### src/rtl/lanectrl_dly_seq.sv
`timescale 1ns/1ps
// lanectrl_dly_seq
//   Sequences one delay-line request against the lane controller. The
//   high-speed I/O clock is paused around the action, then the request
//   performs either a single LOAD pulse or a train of MOVE pulses.
//   A one-cycle DONE pulse (with ERR) reports completion.
//
// Ports
//   FAB_CLK, ARST_N          : clock, async active-low reset
//   REQ_VALID/REQ_READY      : request handshake (READY = idle)
//   REQ_OP/SEL/DIR/STEPS     : op (00 move, 01 load, 1x reserved), line, dir, taps
//   DELAY_LINE_*             : lane-controller delay-line controls
//   HS_IO_CLK_PAUSE          : high-speed clock pause
//   RX_OOR, TX_OOR           : out-of-range flags from the lane controller
//   BUSY, DONE, ERR          : status; DONE/ERR pulse together
//   STEPS_DONE               : move pulses issued for the last request
//
// All outputs are registered. Each transition loads the outputs that
// belong to the state being entered.
module lanectrl_dly_seq #(
  parameter int PAUSE_SETUP = 3,
  parameter int MOVE_GAP    = 2,
  parameter int PAUSE_HOLD  = 3
) (
  input  logic       FAB_CLK,
  input  logic       ARST_N,
  input  logic       REQ_VALID,
  output logic       REQ_READY,
  input  logic [1:0] REQ_OP,
  input  logic       REQ_SEL,
  input  logic       REQ_DIR,
  input  logic [7:0] REQ_STEPS,
  output logic       DELAY_LINE_SEL,
  output logic       DELAY_LINE_DIRECTION,
  output logic       DELAY_LINE_LOAD,
  output logic       DELAY_LINE_MOVE,
  output logic       HS_IO_CLK_PAUSE,
  input  logic       RX_OOR,
  input  logic       TX_OOR,
  output logic       BUSY,
  output logic       DONE,
  output logic       ERR,
  output logic [7:0] STEPS_DONE
);

  typedef enum logic [2:0] {
    S_IDLE, S_PAUSE, S_LOAD, S_MOVE, S_GAP, S_HOLD, S_RESP
  } state_t;

  typedef struct packed {
    logic [1:0] op;
    logic       sel;
    logic [7:0] steps;
  } req_t;

  // counters hold "cycles remaining minus one" for the timed states
  localparam logic [3:0] SETUP_M1 = 4'(PAUSE_SETUP - 1);
  localparam logic [3:0] GAP_M1   = 4'(MOVE_GAP - 1);
  localparam logic [3:0] HOLD_M1  = 4'(PAUSE_HOLD - 1);

  state_t     state;
  req_t       req;
  logic [3:0] cnt;
  logic       err_flag;
  logic       oor;

  // only the flag of the line being adjusted matters
  assign oor = req.sel ? TX_OOR : RX_OOR;

  always_ff @(posedge FAB_CLK or negedge ARST_N) begin
    if (!ARST_N) begin
      state                <= S_IDLE;
      req                  <= '0;
      cnt                  <= '0;
      err_flag             <= 1'b0;
      REQ_READY            <= 1'b1;
      BUSY                 <= 1'b0;
      DONE                 <= 1'b0;
      ERR                  <= 1'b0;
      HS_IO_CLK_PAUSE      <= 1'b0;
      DELAY_LINE_LOAD      <= 1'b0;
      DELAY_LINE_MOVE      <= 1'b0;
      DELAY_LINE_SEL       <= 1'b0;
      DELAY_LINE_DIRECTION <= 1'b0;
      STEPS_DONE           <= '0;
    end else begin
      case (state)
        S_IDLE: begin
          if (REQ_VALID) begin
            req.op               <= REQ_OP;
            req.sel              <= REQ_SEL;
            req.steps            <= REQ_STEPS;
            DELAY_LINE_SEL       <= REQ_SEL;
            DELAY_LINE_DIRECTION <= REQ_DIR;
            STEPS_DONE           <= '0;
            REQ_READY            <= 1'b0;
            BUSY                 <= 1'b1;
            if (REQ_OP[1]) begin
              // reserved op: straight to the response, no pause
              state <= S_RESP;
              DONE  <= 1'b1;
              ERR   <= 1'b1;
            end else begin
              state           <= S_PAUSE;
              HS_IO_CLK_PAUSE <= 1'b1;
              cnt             <= SETUP_M1;
            end
          end
        end

        S_PAUSE: begin
          if (cnt == '0) begin
            if (req.op[0]) begin
              state           <= S_LOAD;
              DELAY_LINE_LOAD <= 1'b1;
            end else if (req.steps == '0) begin
              state <= S_HOLD;
              cnt   <= HOLD_M1;
            end else begin
              state           <= S_MOVE;
              DELAY_LINE_MOVE <= 1'b1;
              STEPS_DONE      <= STEPS_DONE + 8'd1;
            end
          end else begin
            cnt <= cnt - 4'd1;
          end
        end

        S_LOAD: begin
          DELAY_LINE_LOAD <= 1'b0;
          if (oor) err_flag <= 1'b1;
          state <= S_HOLD;
          cnt   <= HOLD_M1;
        end

        S_MOVE: begin
          DELAY_LINE_MOVE <= 1'b0;
          // STEPS_DONE already counts the pulse now on the wire
          if (STEPS_DONE == req.steps) begin
            state <= S_HOLD;
            cnt   <= HOLD_M1;
          end else begin
            state <= S_GAP;
            cnt   <= GAP_M1;
          end
        end

        S_GAP: begin
          if (oor) begin
            err_flag <= 1'b1;
            state    <= S_HOLD;
            cnt      <= HOLD_M1;
          end else if (cnt == '0) begin
            state           <= S_MOVE;
            DELAY_LINE_MOVE <= 1'b1;
            STEPS_DONE      <= STEPS_DONE + 8'd1;
          end else begin
            cnt <= cnt - 4'd1;
          end
        end

        S_HOLD: begin
          if (cnt == '0) begin
            state           <= S_RESP;
            HS_IO_CLK_PAUSE <= 1'b0;
            DONE            <= 1'b1;
            ERR             <= err_flag;
            err_flag        <= 1'b0;
          end else begin
            cnt <= cnt - 4'd1;
          end
        end

        S_RESP: begin
          state     <= S_IDLE;
          DONE      <= 1'b0;
          ERR       <= 1'b0;
          REQ_READY <= 1'b1;
          BUSY      <= 1'b0;
        end

        default: state <= S_IDLE;
      endcase
    end
  end

endmodule
### config.mk
export PLATFORM = sky130hd
export DESIGN_NAME = lanectrl_dly_seq
export DESIGN_NICKNAME = d
export VERILOG_FILES = /design/src/rtl/lanectrl_dly_seq.sv
export SDC_FILE = /design/constraint.sdc
export NUM_CORES = 1
export LEC_CHECK = 0
export BUFFER_PORTS_ARGS = -buffer_cell sky130_fd_sc_hd__buf_2
export CORE_MARGIN = 5
export CORE_UTILIZATION = 58
export CTS_BUF_LIST = sky130_fd_sc_hd__clkbuf_2 sky130_fd_sc_hd__clkbuf_4 sky130_fd_sc_hd__clkbuf_8
export DETAILED_ROUTE_END_ITERATION = 10
export PLACE_DENSITY = 0.83
export SYNTH_ARGS = -nofsm -noshare
export SYNTH_HDL_FRONTEND = slang
export SYNTH_SLANG_ARGS = --single-unit
### constraint.sdc
create_clock -name FAB_CLK -period 2.45 [get_ports FAB_CLK]
set_input_delay 0.1225 -clock FAB_CLK [delete_from_list [all_inputs] [get_ports FAB_CLK]]
set_output_delay 0.1225 -clock FAB_CLK [all_outputs]
set_load 0.01 [all_outputs]
Word-level counts from Yosys, hierarchy flattened:

Index checks and enable logic that the tools add are counted.

* RAM bits: 0
* bits in registers: 34
* memories: 0
* output and inout bits: 17
* memory bits (read-only): 0
* bits in latches: 0

* muxes and demuxes: 51
* add/sub/neg operators: 2
* multiply operators: 0
* shift-type cells: 0
* reductions and logical operators: 22
* div/mod/pow operators: 0
* eq/ne operators: 21
* magnitude comparators: 0
* bitwise operators: 0

Operator list (number)
* 8-bit two-way mux: 6
* 4-bit two-way mux: 7
* 3-bit two-way mux: 8
* 4-bit one-hot mux with 6 select lines: 1
* 8-bit one-hot mux with 3 select lines: 1
* 2-bit inequality test, second input constant: 10
* 1-bit two-way mux: 18
* 3-bit one-hot mux with 6 select lines: 1
* 4-bit AND reduction: 3
* 1-bit one-hot mux with 2 select lines: 5
* 3-bit equality test, second input constant: 3
* 3-bit inequality test, second input constant: 3
* 1-bit one-hot mux with 3 select lines: 3
* 3-bit nonzero test: 3
* 8-bit by 1-bit adder with 8-bit output, second input constant: 1
* 8-bit equality test: 1
* 8-bit logical NOT: 1
* 2-bit nonzero test: 4
* 7-bit AND reduction: 1
* 3-bit by 2-bit equality test with 1-bit output, second input constant: 2
* 3-bit AND reduction: 2
* 6-bit AND reduction: 1
* 6-bit nonzero test: 1
* 5-bit AND reduction: 1
* 8 further kinds: 9

Longest topological paths before layout:

* depth after elaboration: 5
* depth in mapped cells: 10
* depth with buffers taken out: 10

Worst setup path after synthesis:

Ideal clock, no wire load.

* path kind: register to register
* from: register cnt[0]
* to: register STEPS_DONE[7]
* stages on the path, launching flop included: 10
* clock period less this slack: 2.089 ns
* arrival: 1.985 ns
* path slack: 0.361 ns
* setup time: 0.103 ns
* data required time: 2.347 ns
* cell sequence: dfrtp_1 -> inv_1 -> ha_1 -> nor3b_4 -> inv_4 -> a32oi_2 -> o221ai_2 -> or2_0 -> buf_6 -> o41ai_2

* cells in the longest elaborated chain, start to end: 3
* elaborated cells on any way between the ends: 4

RTL lines
* start: declaration: RTL line 63 `logic [3:0] cnt;`
* start signal: assignment: RTL line 125 `cnt <= cnt - 4'd1;`
* start signal: assignment: RTL line 158 `cnt <= cnt - 4'd1;`
* start signal: assignment: RTL line 170 `cnt <= cnt - 4'd1;`
* 4-bit logical NOT (*): RTL line 112, 153
* 2-bit inequality test (no line)
* 7-bit AND reduction (no line) (*)
* end signal: assignment: RTL line 122 `STEPS_DONE <= STEPS_DONE + 8'd1;`
* end signal: assignment: RTL line 156 `STEPS_DONE <= STEPS_DONE + 8'd1;`
* end: declaration: RTL line 43 `output logic [7:0] STEPS_DONE`

Every way passes the cells marked *; elsewhere a longest branch is shown, timed or not.
A chain may end at the register's enable or synchronous reset.

Worst setup path in the final report:

* from: register cnt[0]
* to: register cnt[0]

* cells in the longest elaborated chain, start to end: 4
* elaborated cells on any way between the ends: 9

RTL lines
* 4-bit by 1-bit subtractor with 4-bit output / 4-bit logical NOT (equally long branches)
* 4-bit two-way mux: RTL line 153, 163
* 4-bit two-way mux: RTL line 149 `if (oor) begin`
* 4-bit one-hot mux with 6 select lines: RTL line 87 `case (state)`

Several ways; a longest one is shown, not always the timed one.

==> summary.md <==
| Metric | Value |
|---|---|
| Share of layout cells above drive strength 1 | `28.06%` |
| Num CTS Buffers | `5` |
| Yosys Warn Count | `0` |
| Post-detail-place hpwl | `3.181 mm` |
| RD Place Congestion | `0.9517` |
| Power density over the cells | `1231 nW/µm²` |
| Antenna diode instance count | `0` |
| Worst setup EP type | `register` |
| Unrepaired setup endpoints after global routing | `no` |
| Nets | `272` |
| Kind of critical path | `reg -> reg` |
| Worst path max stage delay | `410 ps` |
| DP Cell Count | `279` |
| #FFs+latches synth | `34` |
| Final worst slack | `194.0 ps` |
| H-tree depth | `2` |
| Crit path DAT | `2490 ps` |
| First-pass GRT wire length | `8.031 mm` |
| Antenna violations before repair | `0` |
| Max Freq | `443.3 MHz` |
| Post-synth ARST share | `100.0%` |
| Area delta synth->final | `21.14%` |
| Status | `finished clean` |
| CP top delay family | `adder cells` |
| Fin crit share | `92.08%` |
| Post-synth EDFFs | `0` |
| Port bufs | `33` |
| CP Launch Type | `register` |
| Leakage | `1.048 nW` |
| CTS tree | `yes` |
| Post-cts gate resize count | `0` |
| DRT Pass-1 Iters | `4` |
| Post-synth top area share | `42.15%` |
| Synthesized Nets | `221` |
| Core Footprint | `3311 µm²` |
| Synth area leaders | `dfrtp_1 42%, mux2_2 7.5%, nor2_1 3.6%` |
| Number of global-route vias before repair | `1686` |
| I/O Pins | `34` |
| Clock-pin transition on the worst setup and hold timing paths | `100 ps` |
| Final hold vios | `0` |
| Cell Area, Synth | `1959 µm²` |
| Chip Width | `68.12 µm` |
| Remaining DRCs | `0` |
| Initial core utilization | `59.18%` |
| Worst Max-Slew Pin Slew | `742.3 ps` |
| Net switching power | `0.001248 W` |
| Worst rel slew slack | `50.52%` |
| Crit Path Max Fanout | `8` |
| Via count | `1723` |
| Final std cells w/o fill | `299` |
| Max rail drop VDD | `776.2 µV` |
| Num rows | `21` |
| Yosys cell types | `50` |
| Clock share of power | `11.6%` |
| Int Pwr | `0.001674 W` |
| Clk sinks | `34` |
| Clk buf depth | `2` |
| CP bufs+invs | `2` |
| Total Power | `0.002922 W` |
| Ys flop type | `dfrtp_1` |
| CP Cell Sequence | `inv_1 -> ha_1 -> nor3b_4 -> inv_4 -> ha_1 -> nor2b_1 -> o21a_1 -> a21oi_1 -> o22ai_1 -> mux2_2` |
| 1st-iter DRT viols | `92` |
| DIE HEIGHT | `68.12 µm` |
| Gr ovfl total | `0` |
| Post-route ant nets | `0` |
| CP max stage cell | `dfrtp_1` |
| Avg Vias per Cell | `5.763` |
| Die footprint | `4640 µm²` |
| Period minus WS final | `2256 ps` |
| Most frequent CP cell | `ha_1` |
| CP required | `2680 ps` |
| Syn Inst Count | `201` |
| DRT Wirelength | `4.720 mm` |
| Max Slew Vio Count | `0` |
| Pre-CTS setup slack | `214.4 ps` |
| Setup skew after layout | `7.831 ps` |
| Mean Syn Cell Area | `9.748 µm²` |
| Sequential share of the synthesized area | `43.49%` |
| Total GRT Usage | `23.73%` |
| Sequential Power Share | `33.2%` |
| Final core occ | `71.69%` |
| Worst hold path class | `in -> reg` |
| Max cap viols | `0` |
| Root buf cell | `clkbuf_4` |
| Area leader, netlist | `dfrtp_1` |
| Comb power frac | `55.2%` |
| Switch share | `42.70%` |
| Final setup TNS | `0 ps` |
| Final setup vio count | `0` |
| Largest net degree at the start of global routing | `35` |
| Drt wl/cell | `15.79 µm` |
| Later-pin clock latency in the skew report | `340 ps` |
[metrics by stage]
step	hold WS (ps)	instance area (µm²)
after floorplan	-173.1	1959
after global placement	228.3	2190
after detailed placement	228.4	2190
after CTS	132.3	2374
after global routing	158.1	2374
final	148.3	2374
[final cells by class]
cell class | instances | area, µm²
fillers | 264 | 937.1
well taps | 46 | 57.56
clock inverters | 1 | 5.005
flip-flops and latches | 34 | 852.1
repair buffers | 52 | 337.8
clock buffers | 7 | 58.81
inverters | 8 | 32.53
multi-input cells | 151 | 1030
[registers in the layout, summed over array words and instances, names as in the netlist]
register / flops
BUSY: 1
err_flag: 1
REQ_READY: 1
HS_IO_CLK_PAUSE: 1
DONE: 1
DELAY_LINE_MOVE: 1
ERR: 1
req: 10
state: 3
DELAY_LINE_LOAD: 1
DELAY_LINE_DIRECTION: 1
cnt: 4
STEPS_DONE: 8
[cell families (layout without fill, tap and decap cells)]
kind of cell | Yosys count | count (layout) | synth area share (%)
xor+xnor | 8 | 8 | 3.576
compound gates | 59 | 59 | 20.63
buf+inv | 16 | 68 | 3.959
mux | 14 | 14 | 8.174
fa+ha+maj | 3 | 3 | 1.916
simple gates | 67 | 67 | 18.26
flops | 34 | 34 | 43.49
[timing repair]
item / 4_1_cts / 5_1_grt
hold buffers: 12 / 0
setup buffers: 0 / 0
endpoints found under the setup margin: 0 / 0
hold endpoints to repair: 44 / 0
[per-layer routing]
layer	track usage (%)	part of all wire, %	wire length [µm]	vias up
met5	0	0	0	-
met4	10.92	2.1	97	0
met3	6.568	8.3	390	11
met2	37.18	48	2277	72
met1	30.47	41	1954	809
li1	-	-	-	831
[cell usage in the layout (no fill, tap or decap), types with 6 or more instances in the layout]
master,count
a21oi_1,14
buf_2,33
buf_4,7
clkbuf_4,6
dfrtp_1,33
dlygate4sd3_1,12
inv_1,6
mux2_2,13
nand2_1,11
nand2b_1,7
nor2_1,19
o21ai_0,13
o31ai_1,6
xnor2_1,8
[synthesized netlist by cell type, drive strengths merged, types with 3 or more instances]
library cell	number
a21o	3
a21oi	14
a31oi	4
and3	3
buf	3
clkbuf	5
dfrtp	33
ha	3
inv	7
mux2	13
nand2	11
nand2b	7
nand3	4
nor2	19
nor2b	5
o21ai	13
o22ai	3
o31ai	6
or3	3
xnor2	8
[worst min-delay path: cells and delay by family]
kind                   cells  cell delay [ps]
buffers and inverters      2              160
AOI/OAI and AO/OA          1              120
and+or+nand+nor            1               50
[path summary, 6_finish.rpt]
| kind | to | cells after the start | slack, ps | start |
|---|---|---|---|---|
| setup / recovery | cnt[0]$_DFFE_PN0P_ | 10 | 190 | cnt[0]$_DFFE_PN0P_ |
| hold / removal | HS_IO_CLK_PAUSE$_DFFE_PN0P_ | 4 | 150 | REQ_OP[1] |
| min in group asynchronous | ERR$_DFFE_PN0P_ | 2 | 370 | ARST_N |
| hold reg to reg | DELAY_LINE_MOVE$_DFFE_PN0P_ | 2 | 510 | DELAY_LINE_MOVE$_DFFE_PN0P_ |
| setup reg to reg | cnt[0]$_DFFE_PN0P_ | 10 | 190 | cnt[0]$_DFFE_PN0P_ |
| max in group asynchronous | STEPS_DONE[0]$_DFFE_PN0P_ | 2 | 1600 | ARST_N |
[power groups by stage]
stage          Clock, W  Combinational, W  Sequential [W]
2_1_floorplan         0           0.00116        0.000974
3_3_place_gp          0           0.00153        0.000962
3_5_place_dp          0           0.00156        0.000974
4_1_cts        0.000347           0.00158        0.000962
5_1_grt        0.000374           0.00180        0.000998
6_report       0.000340           0.00161        0.000970
Note: power is estimated with default switching activity, not from simulation.
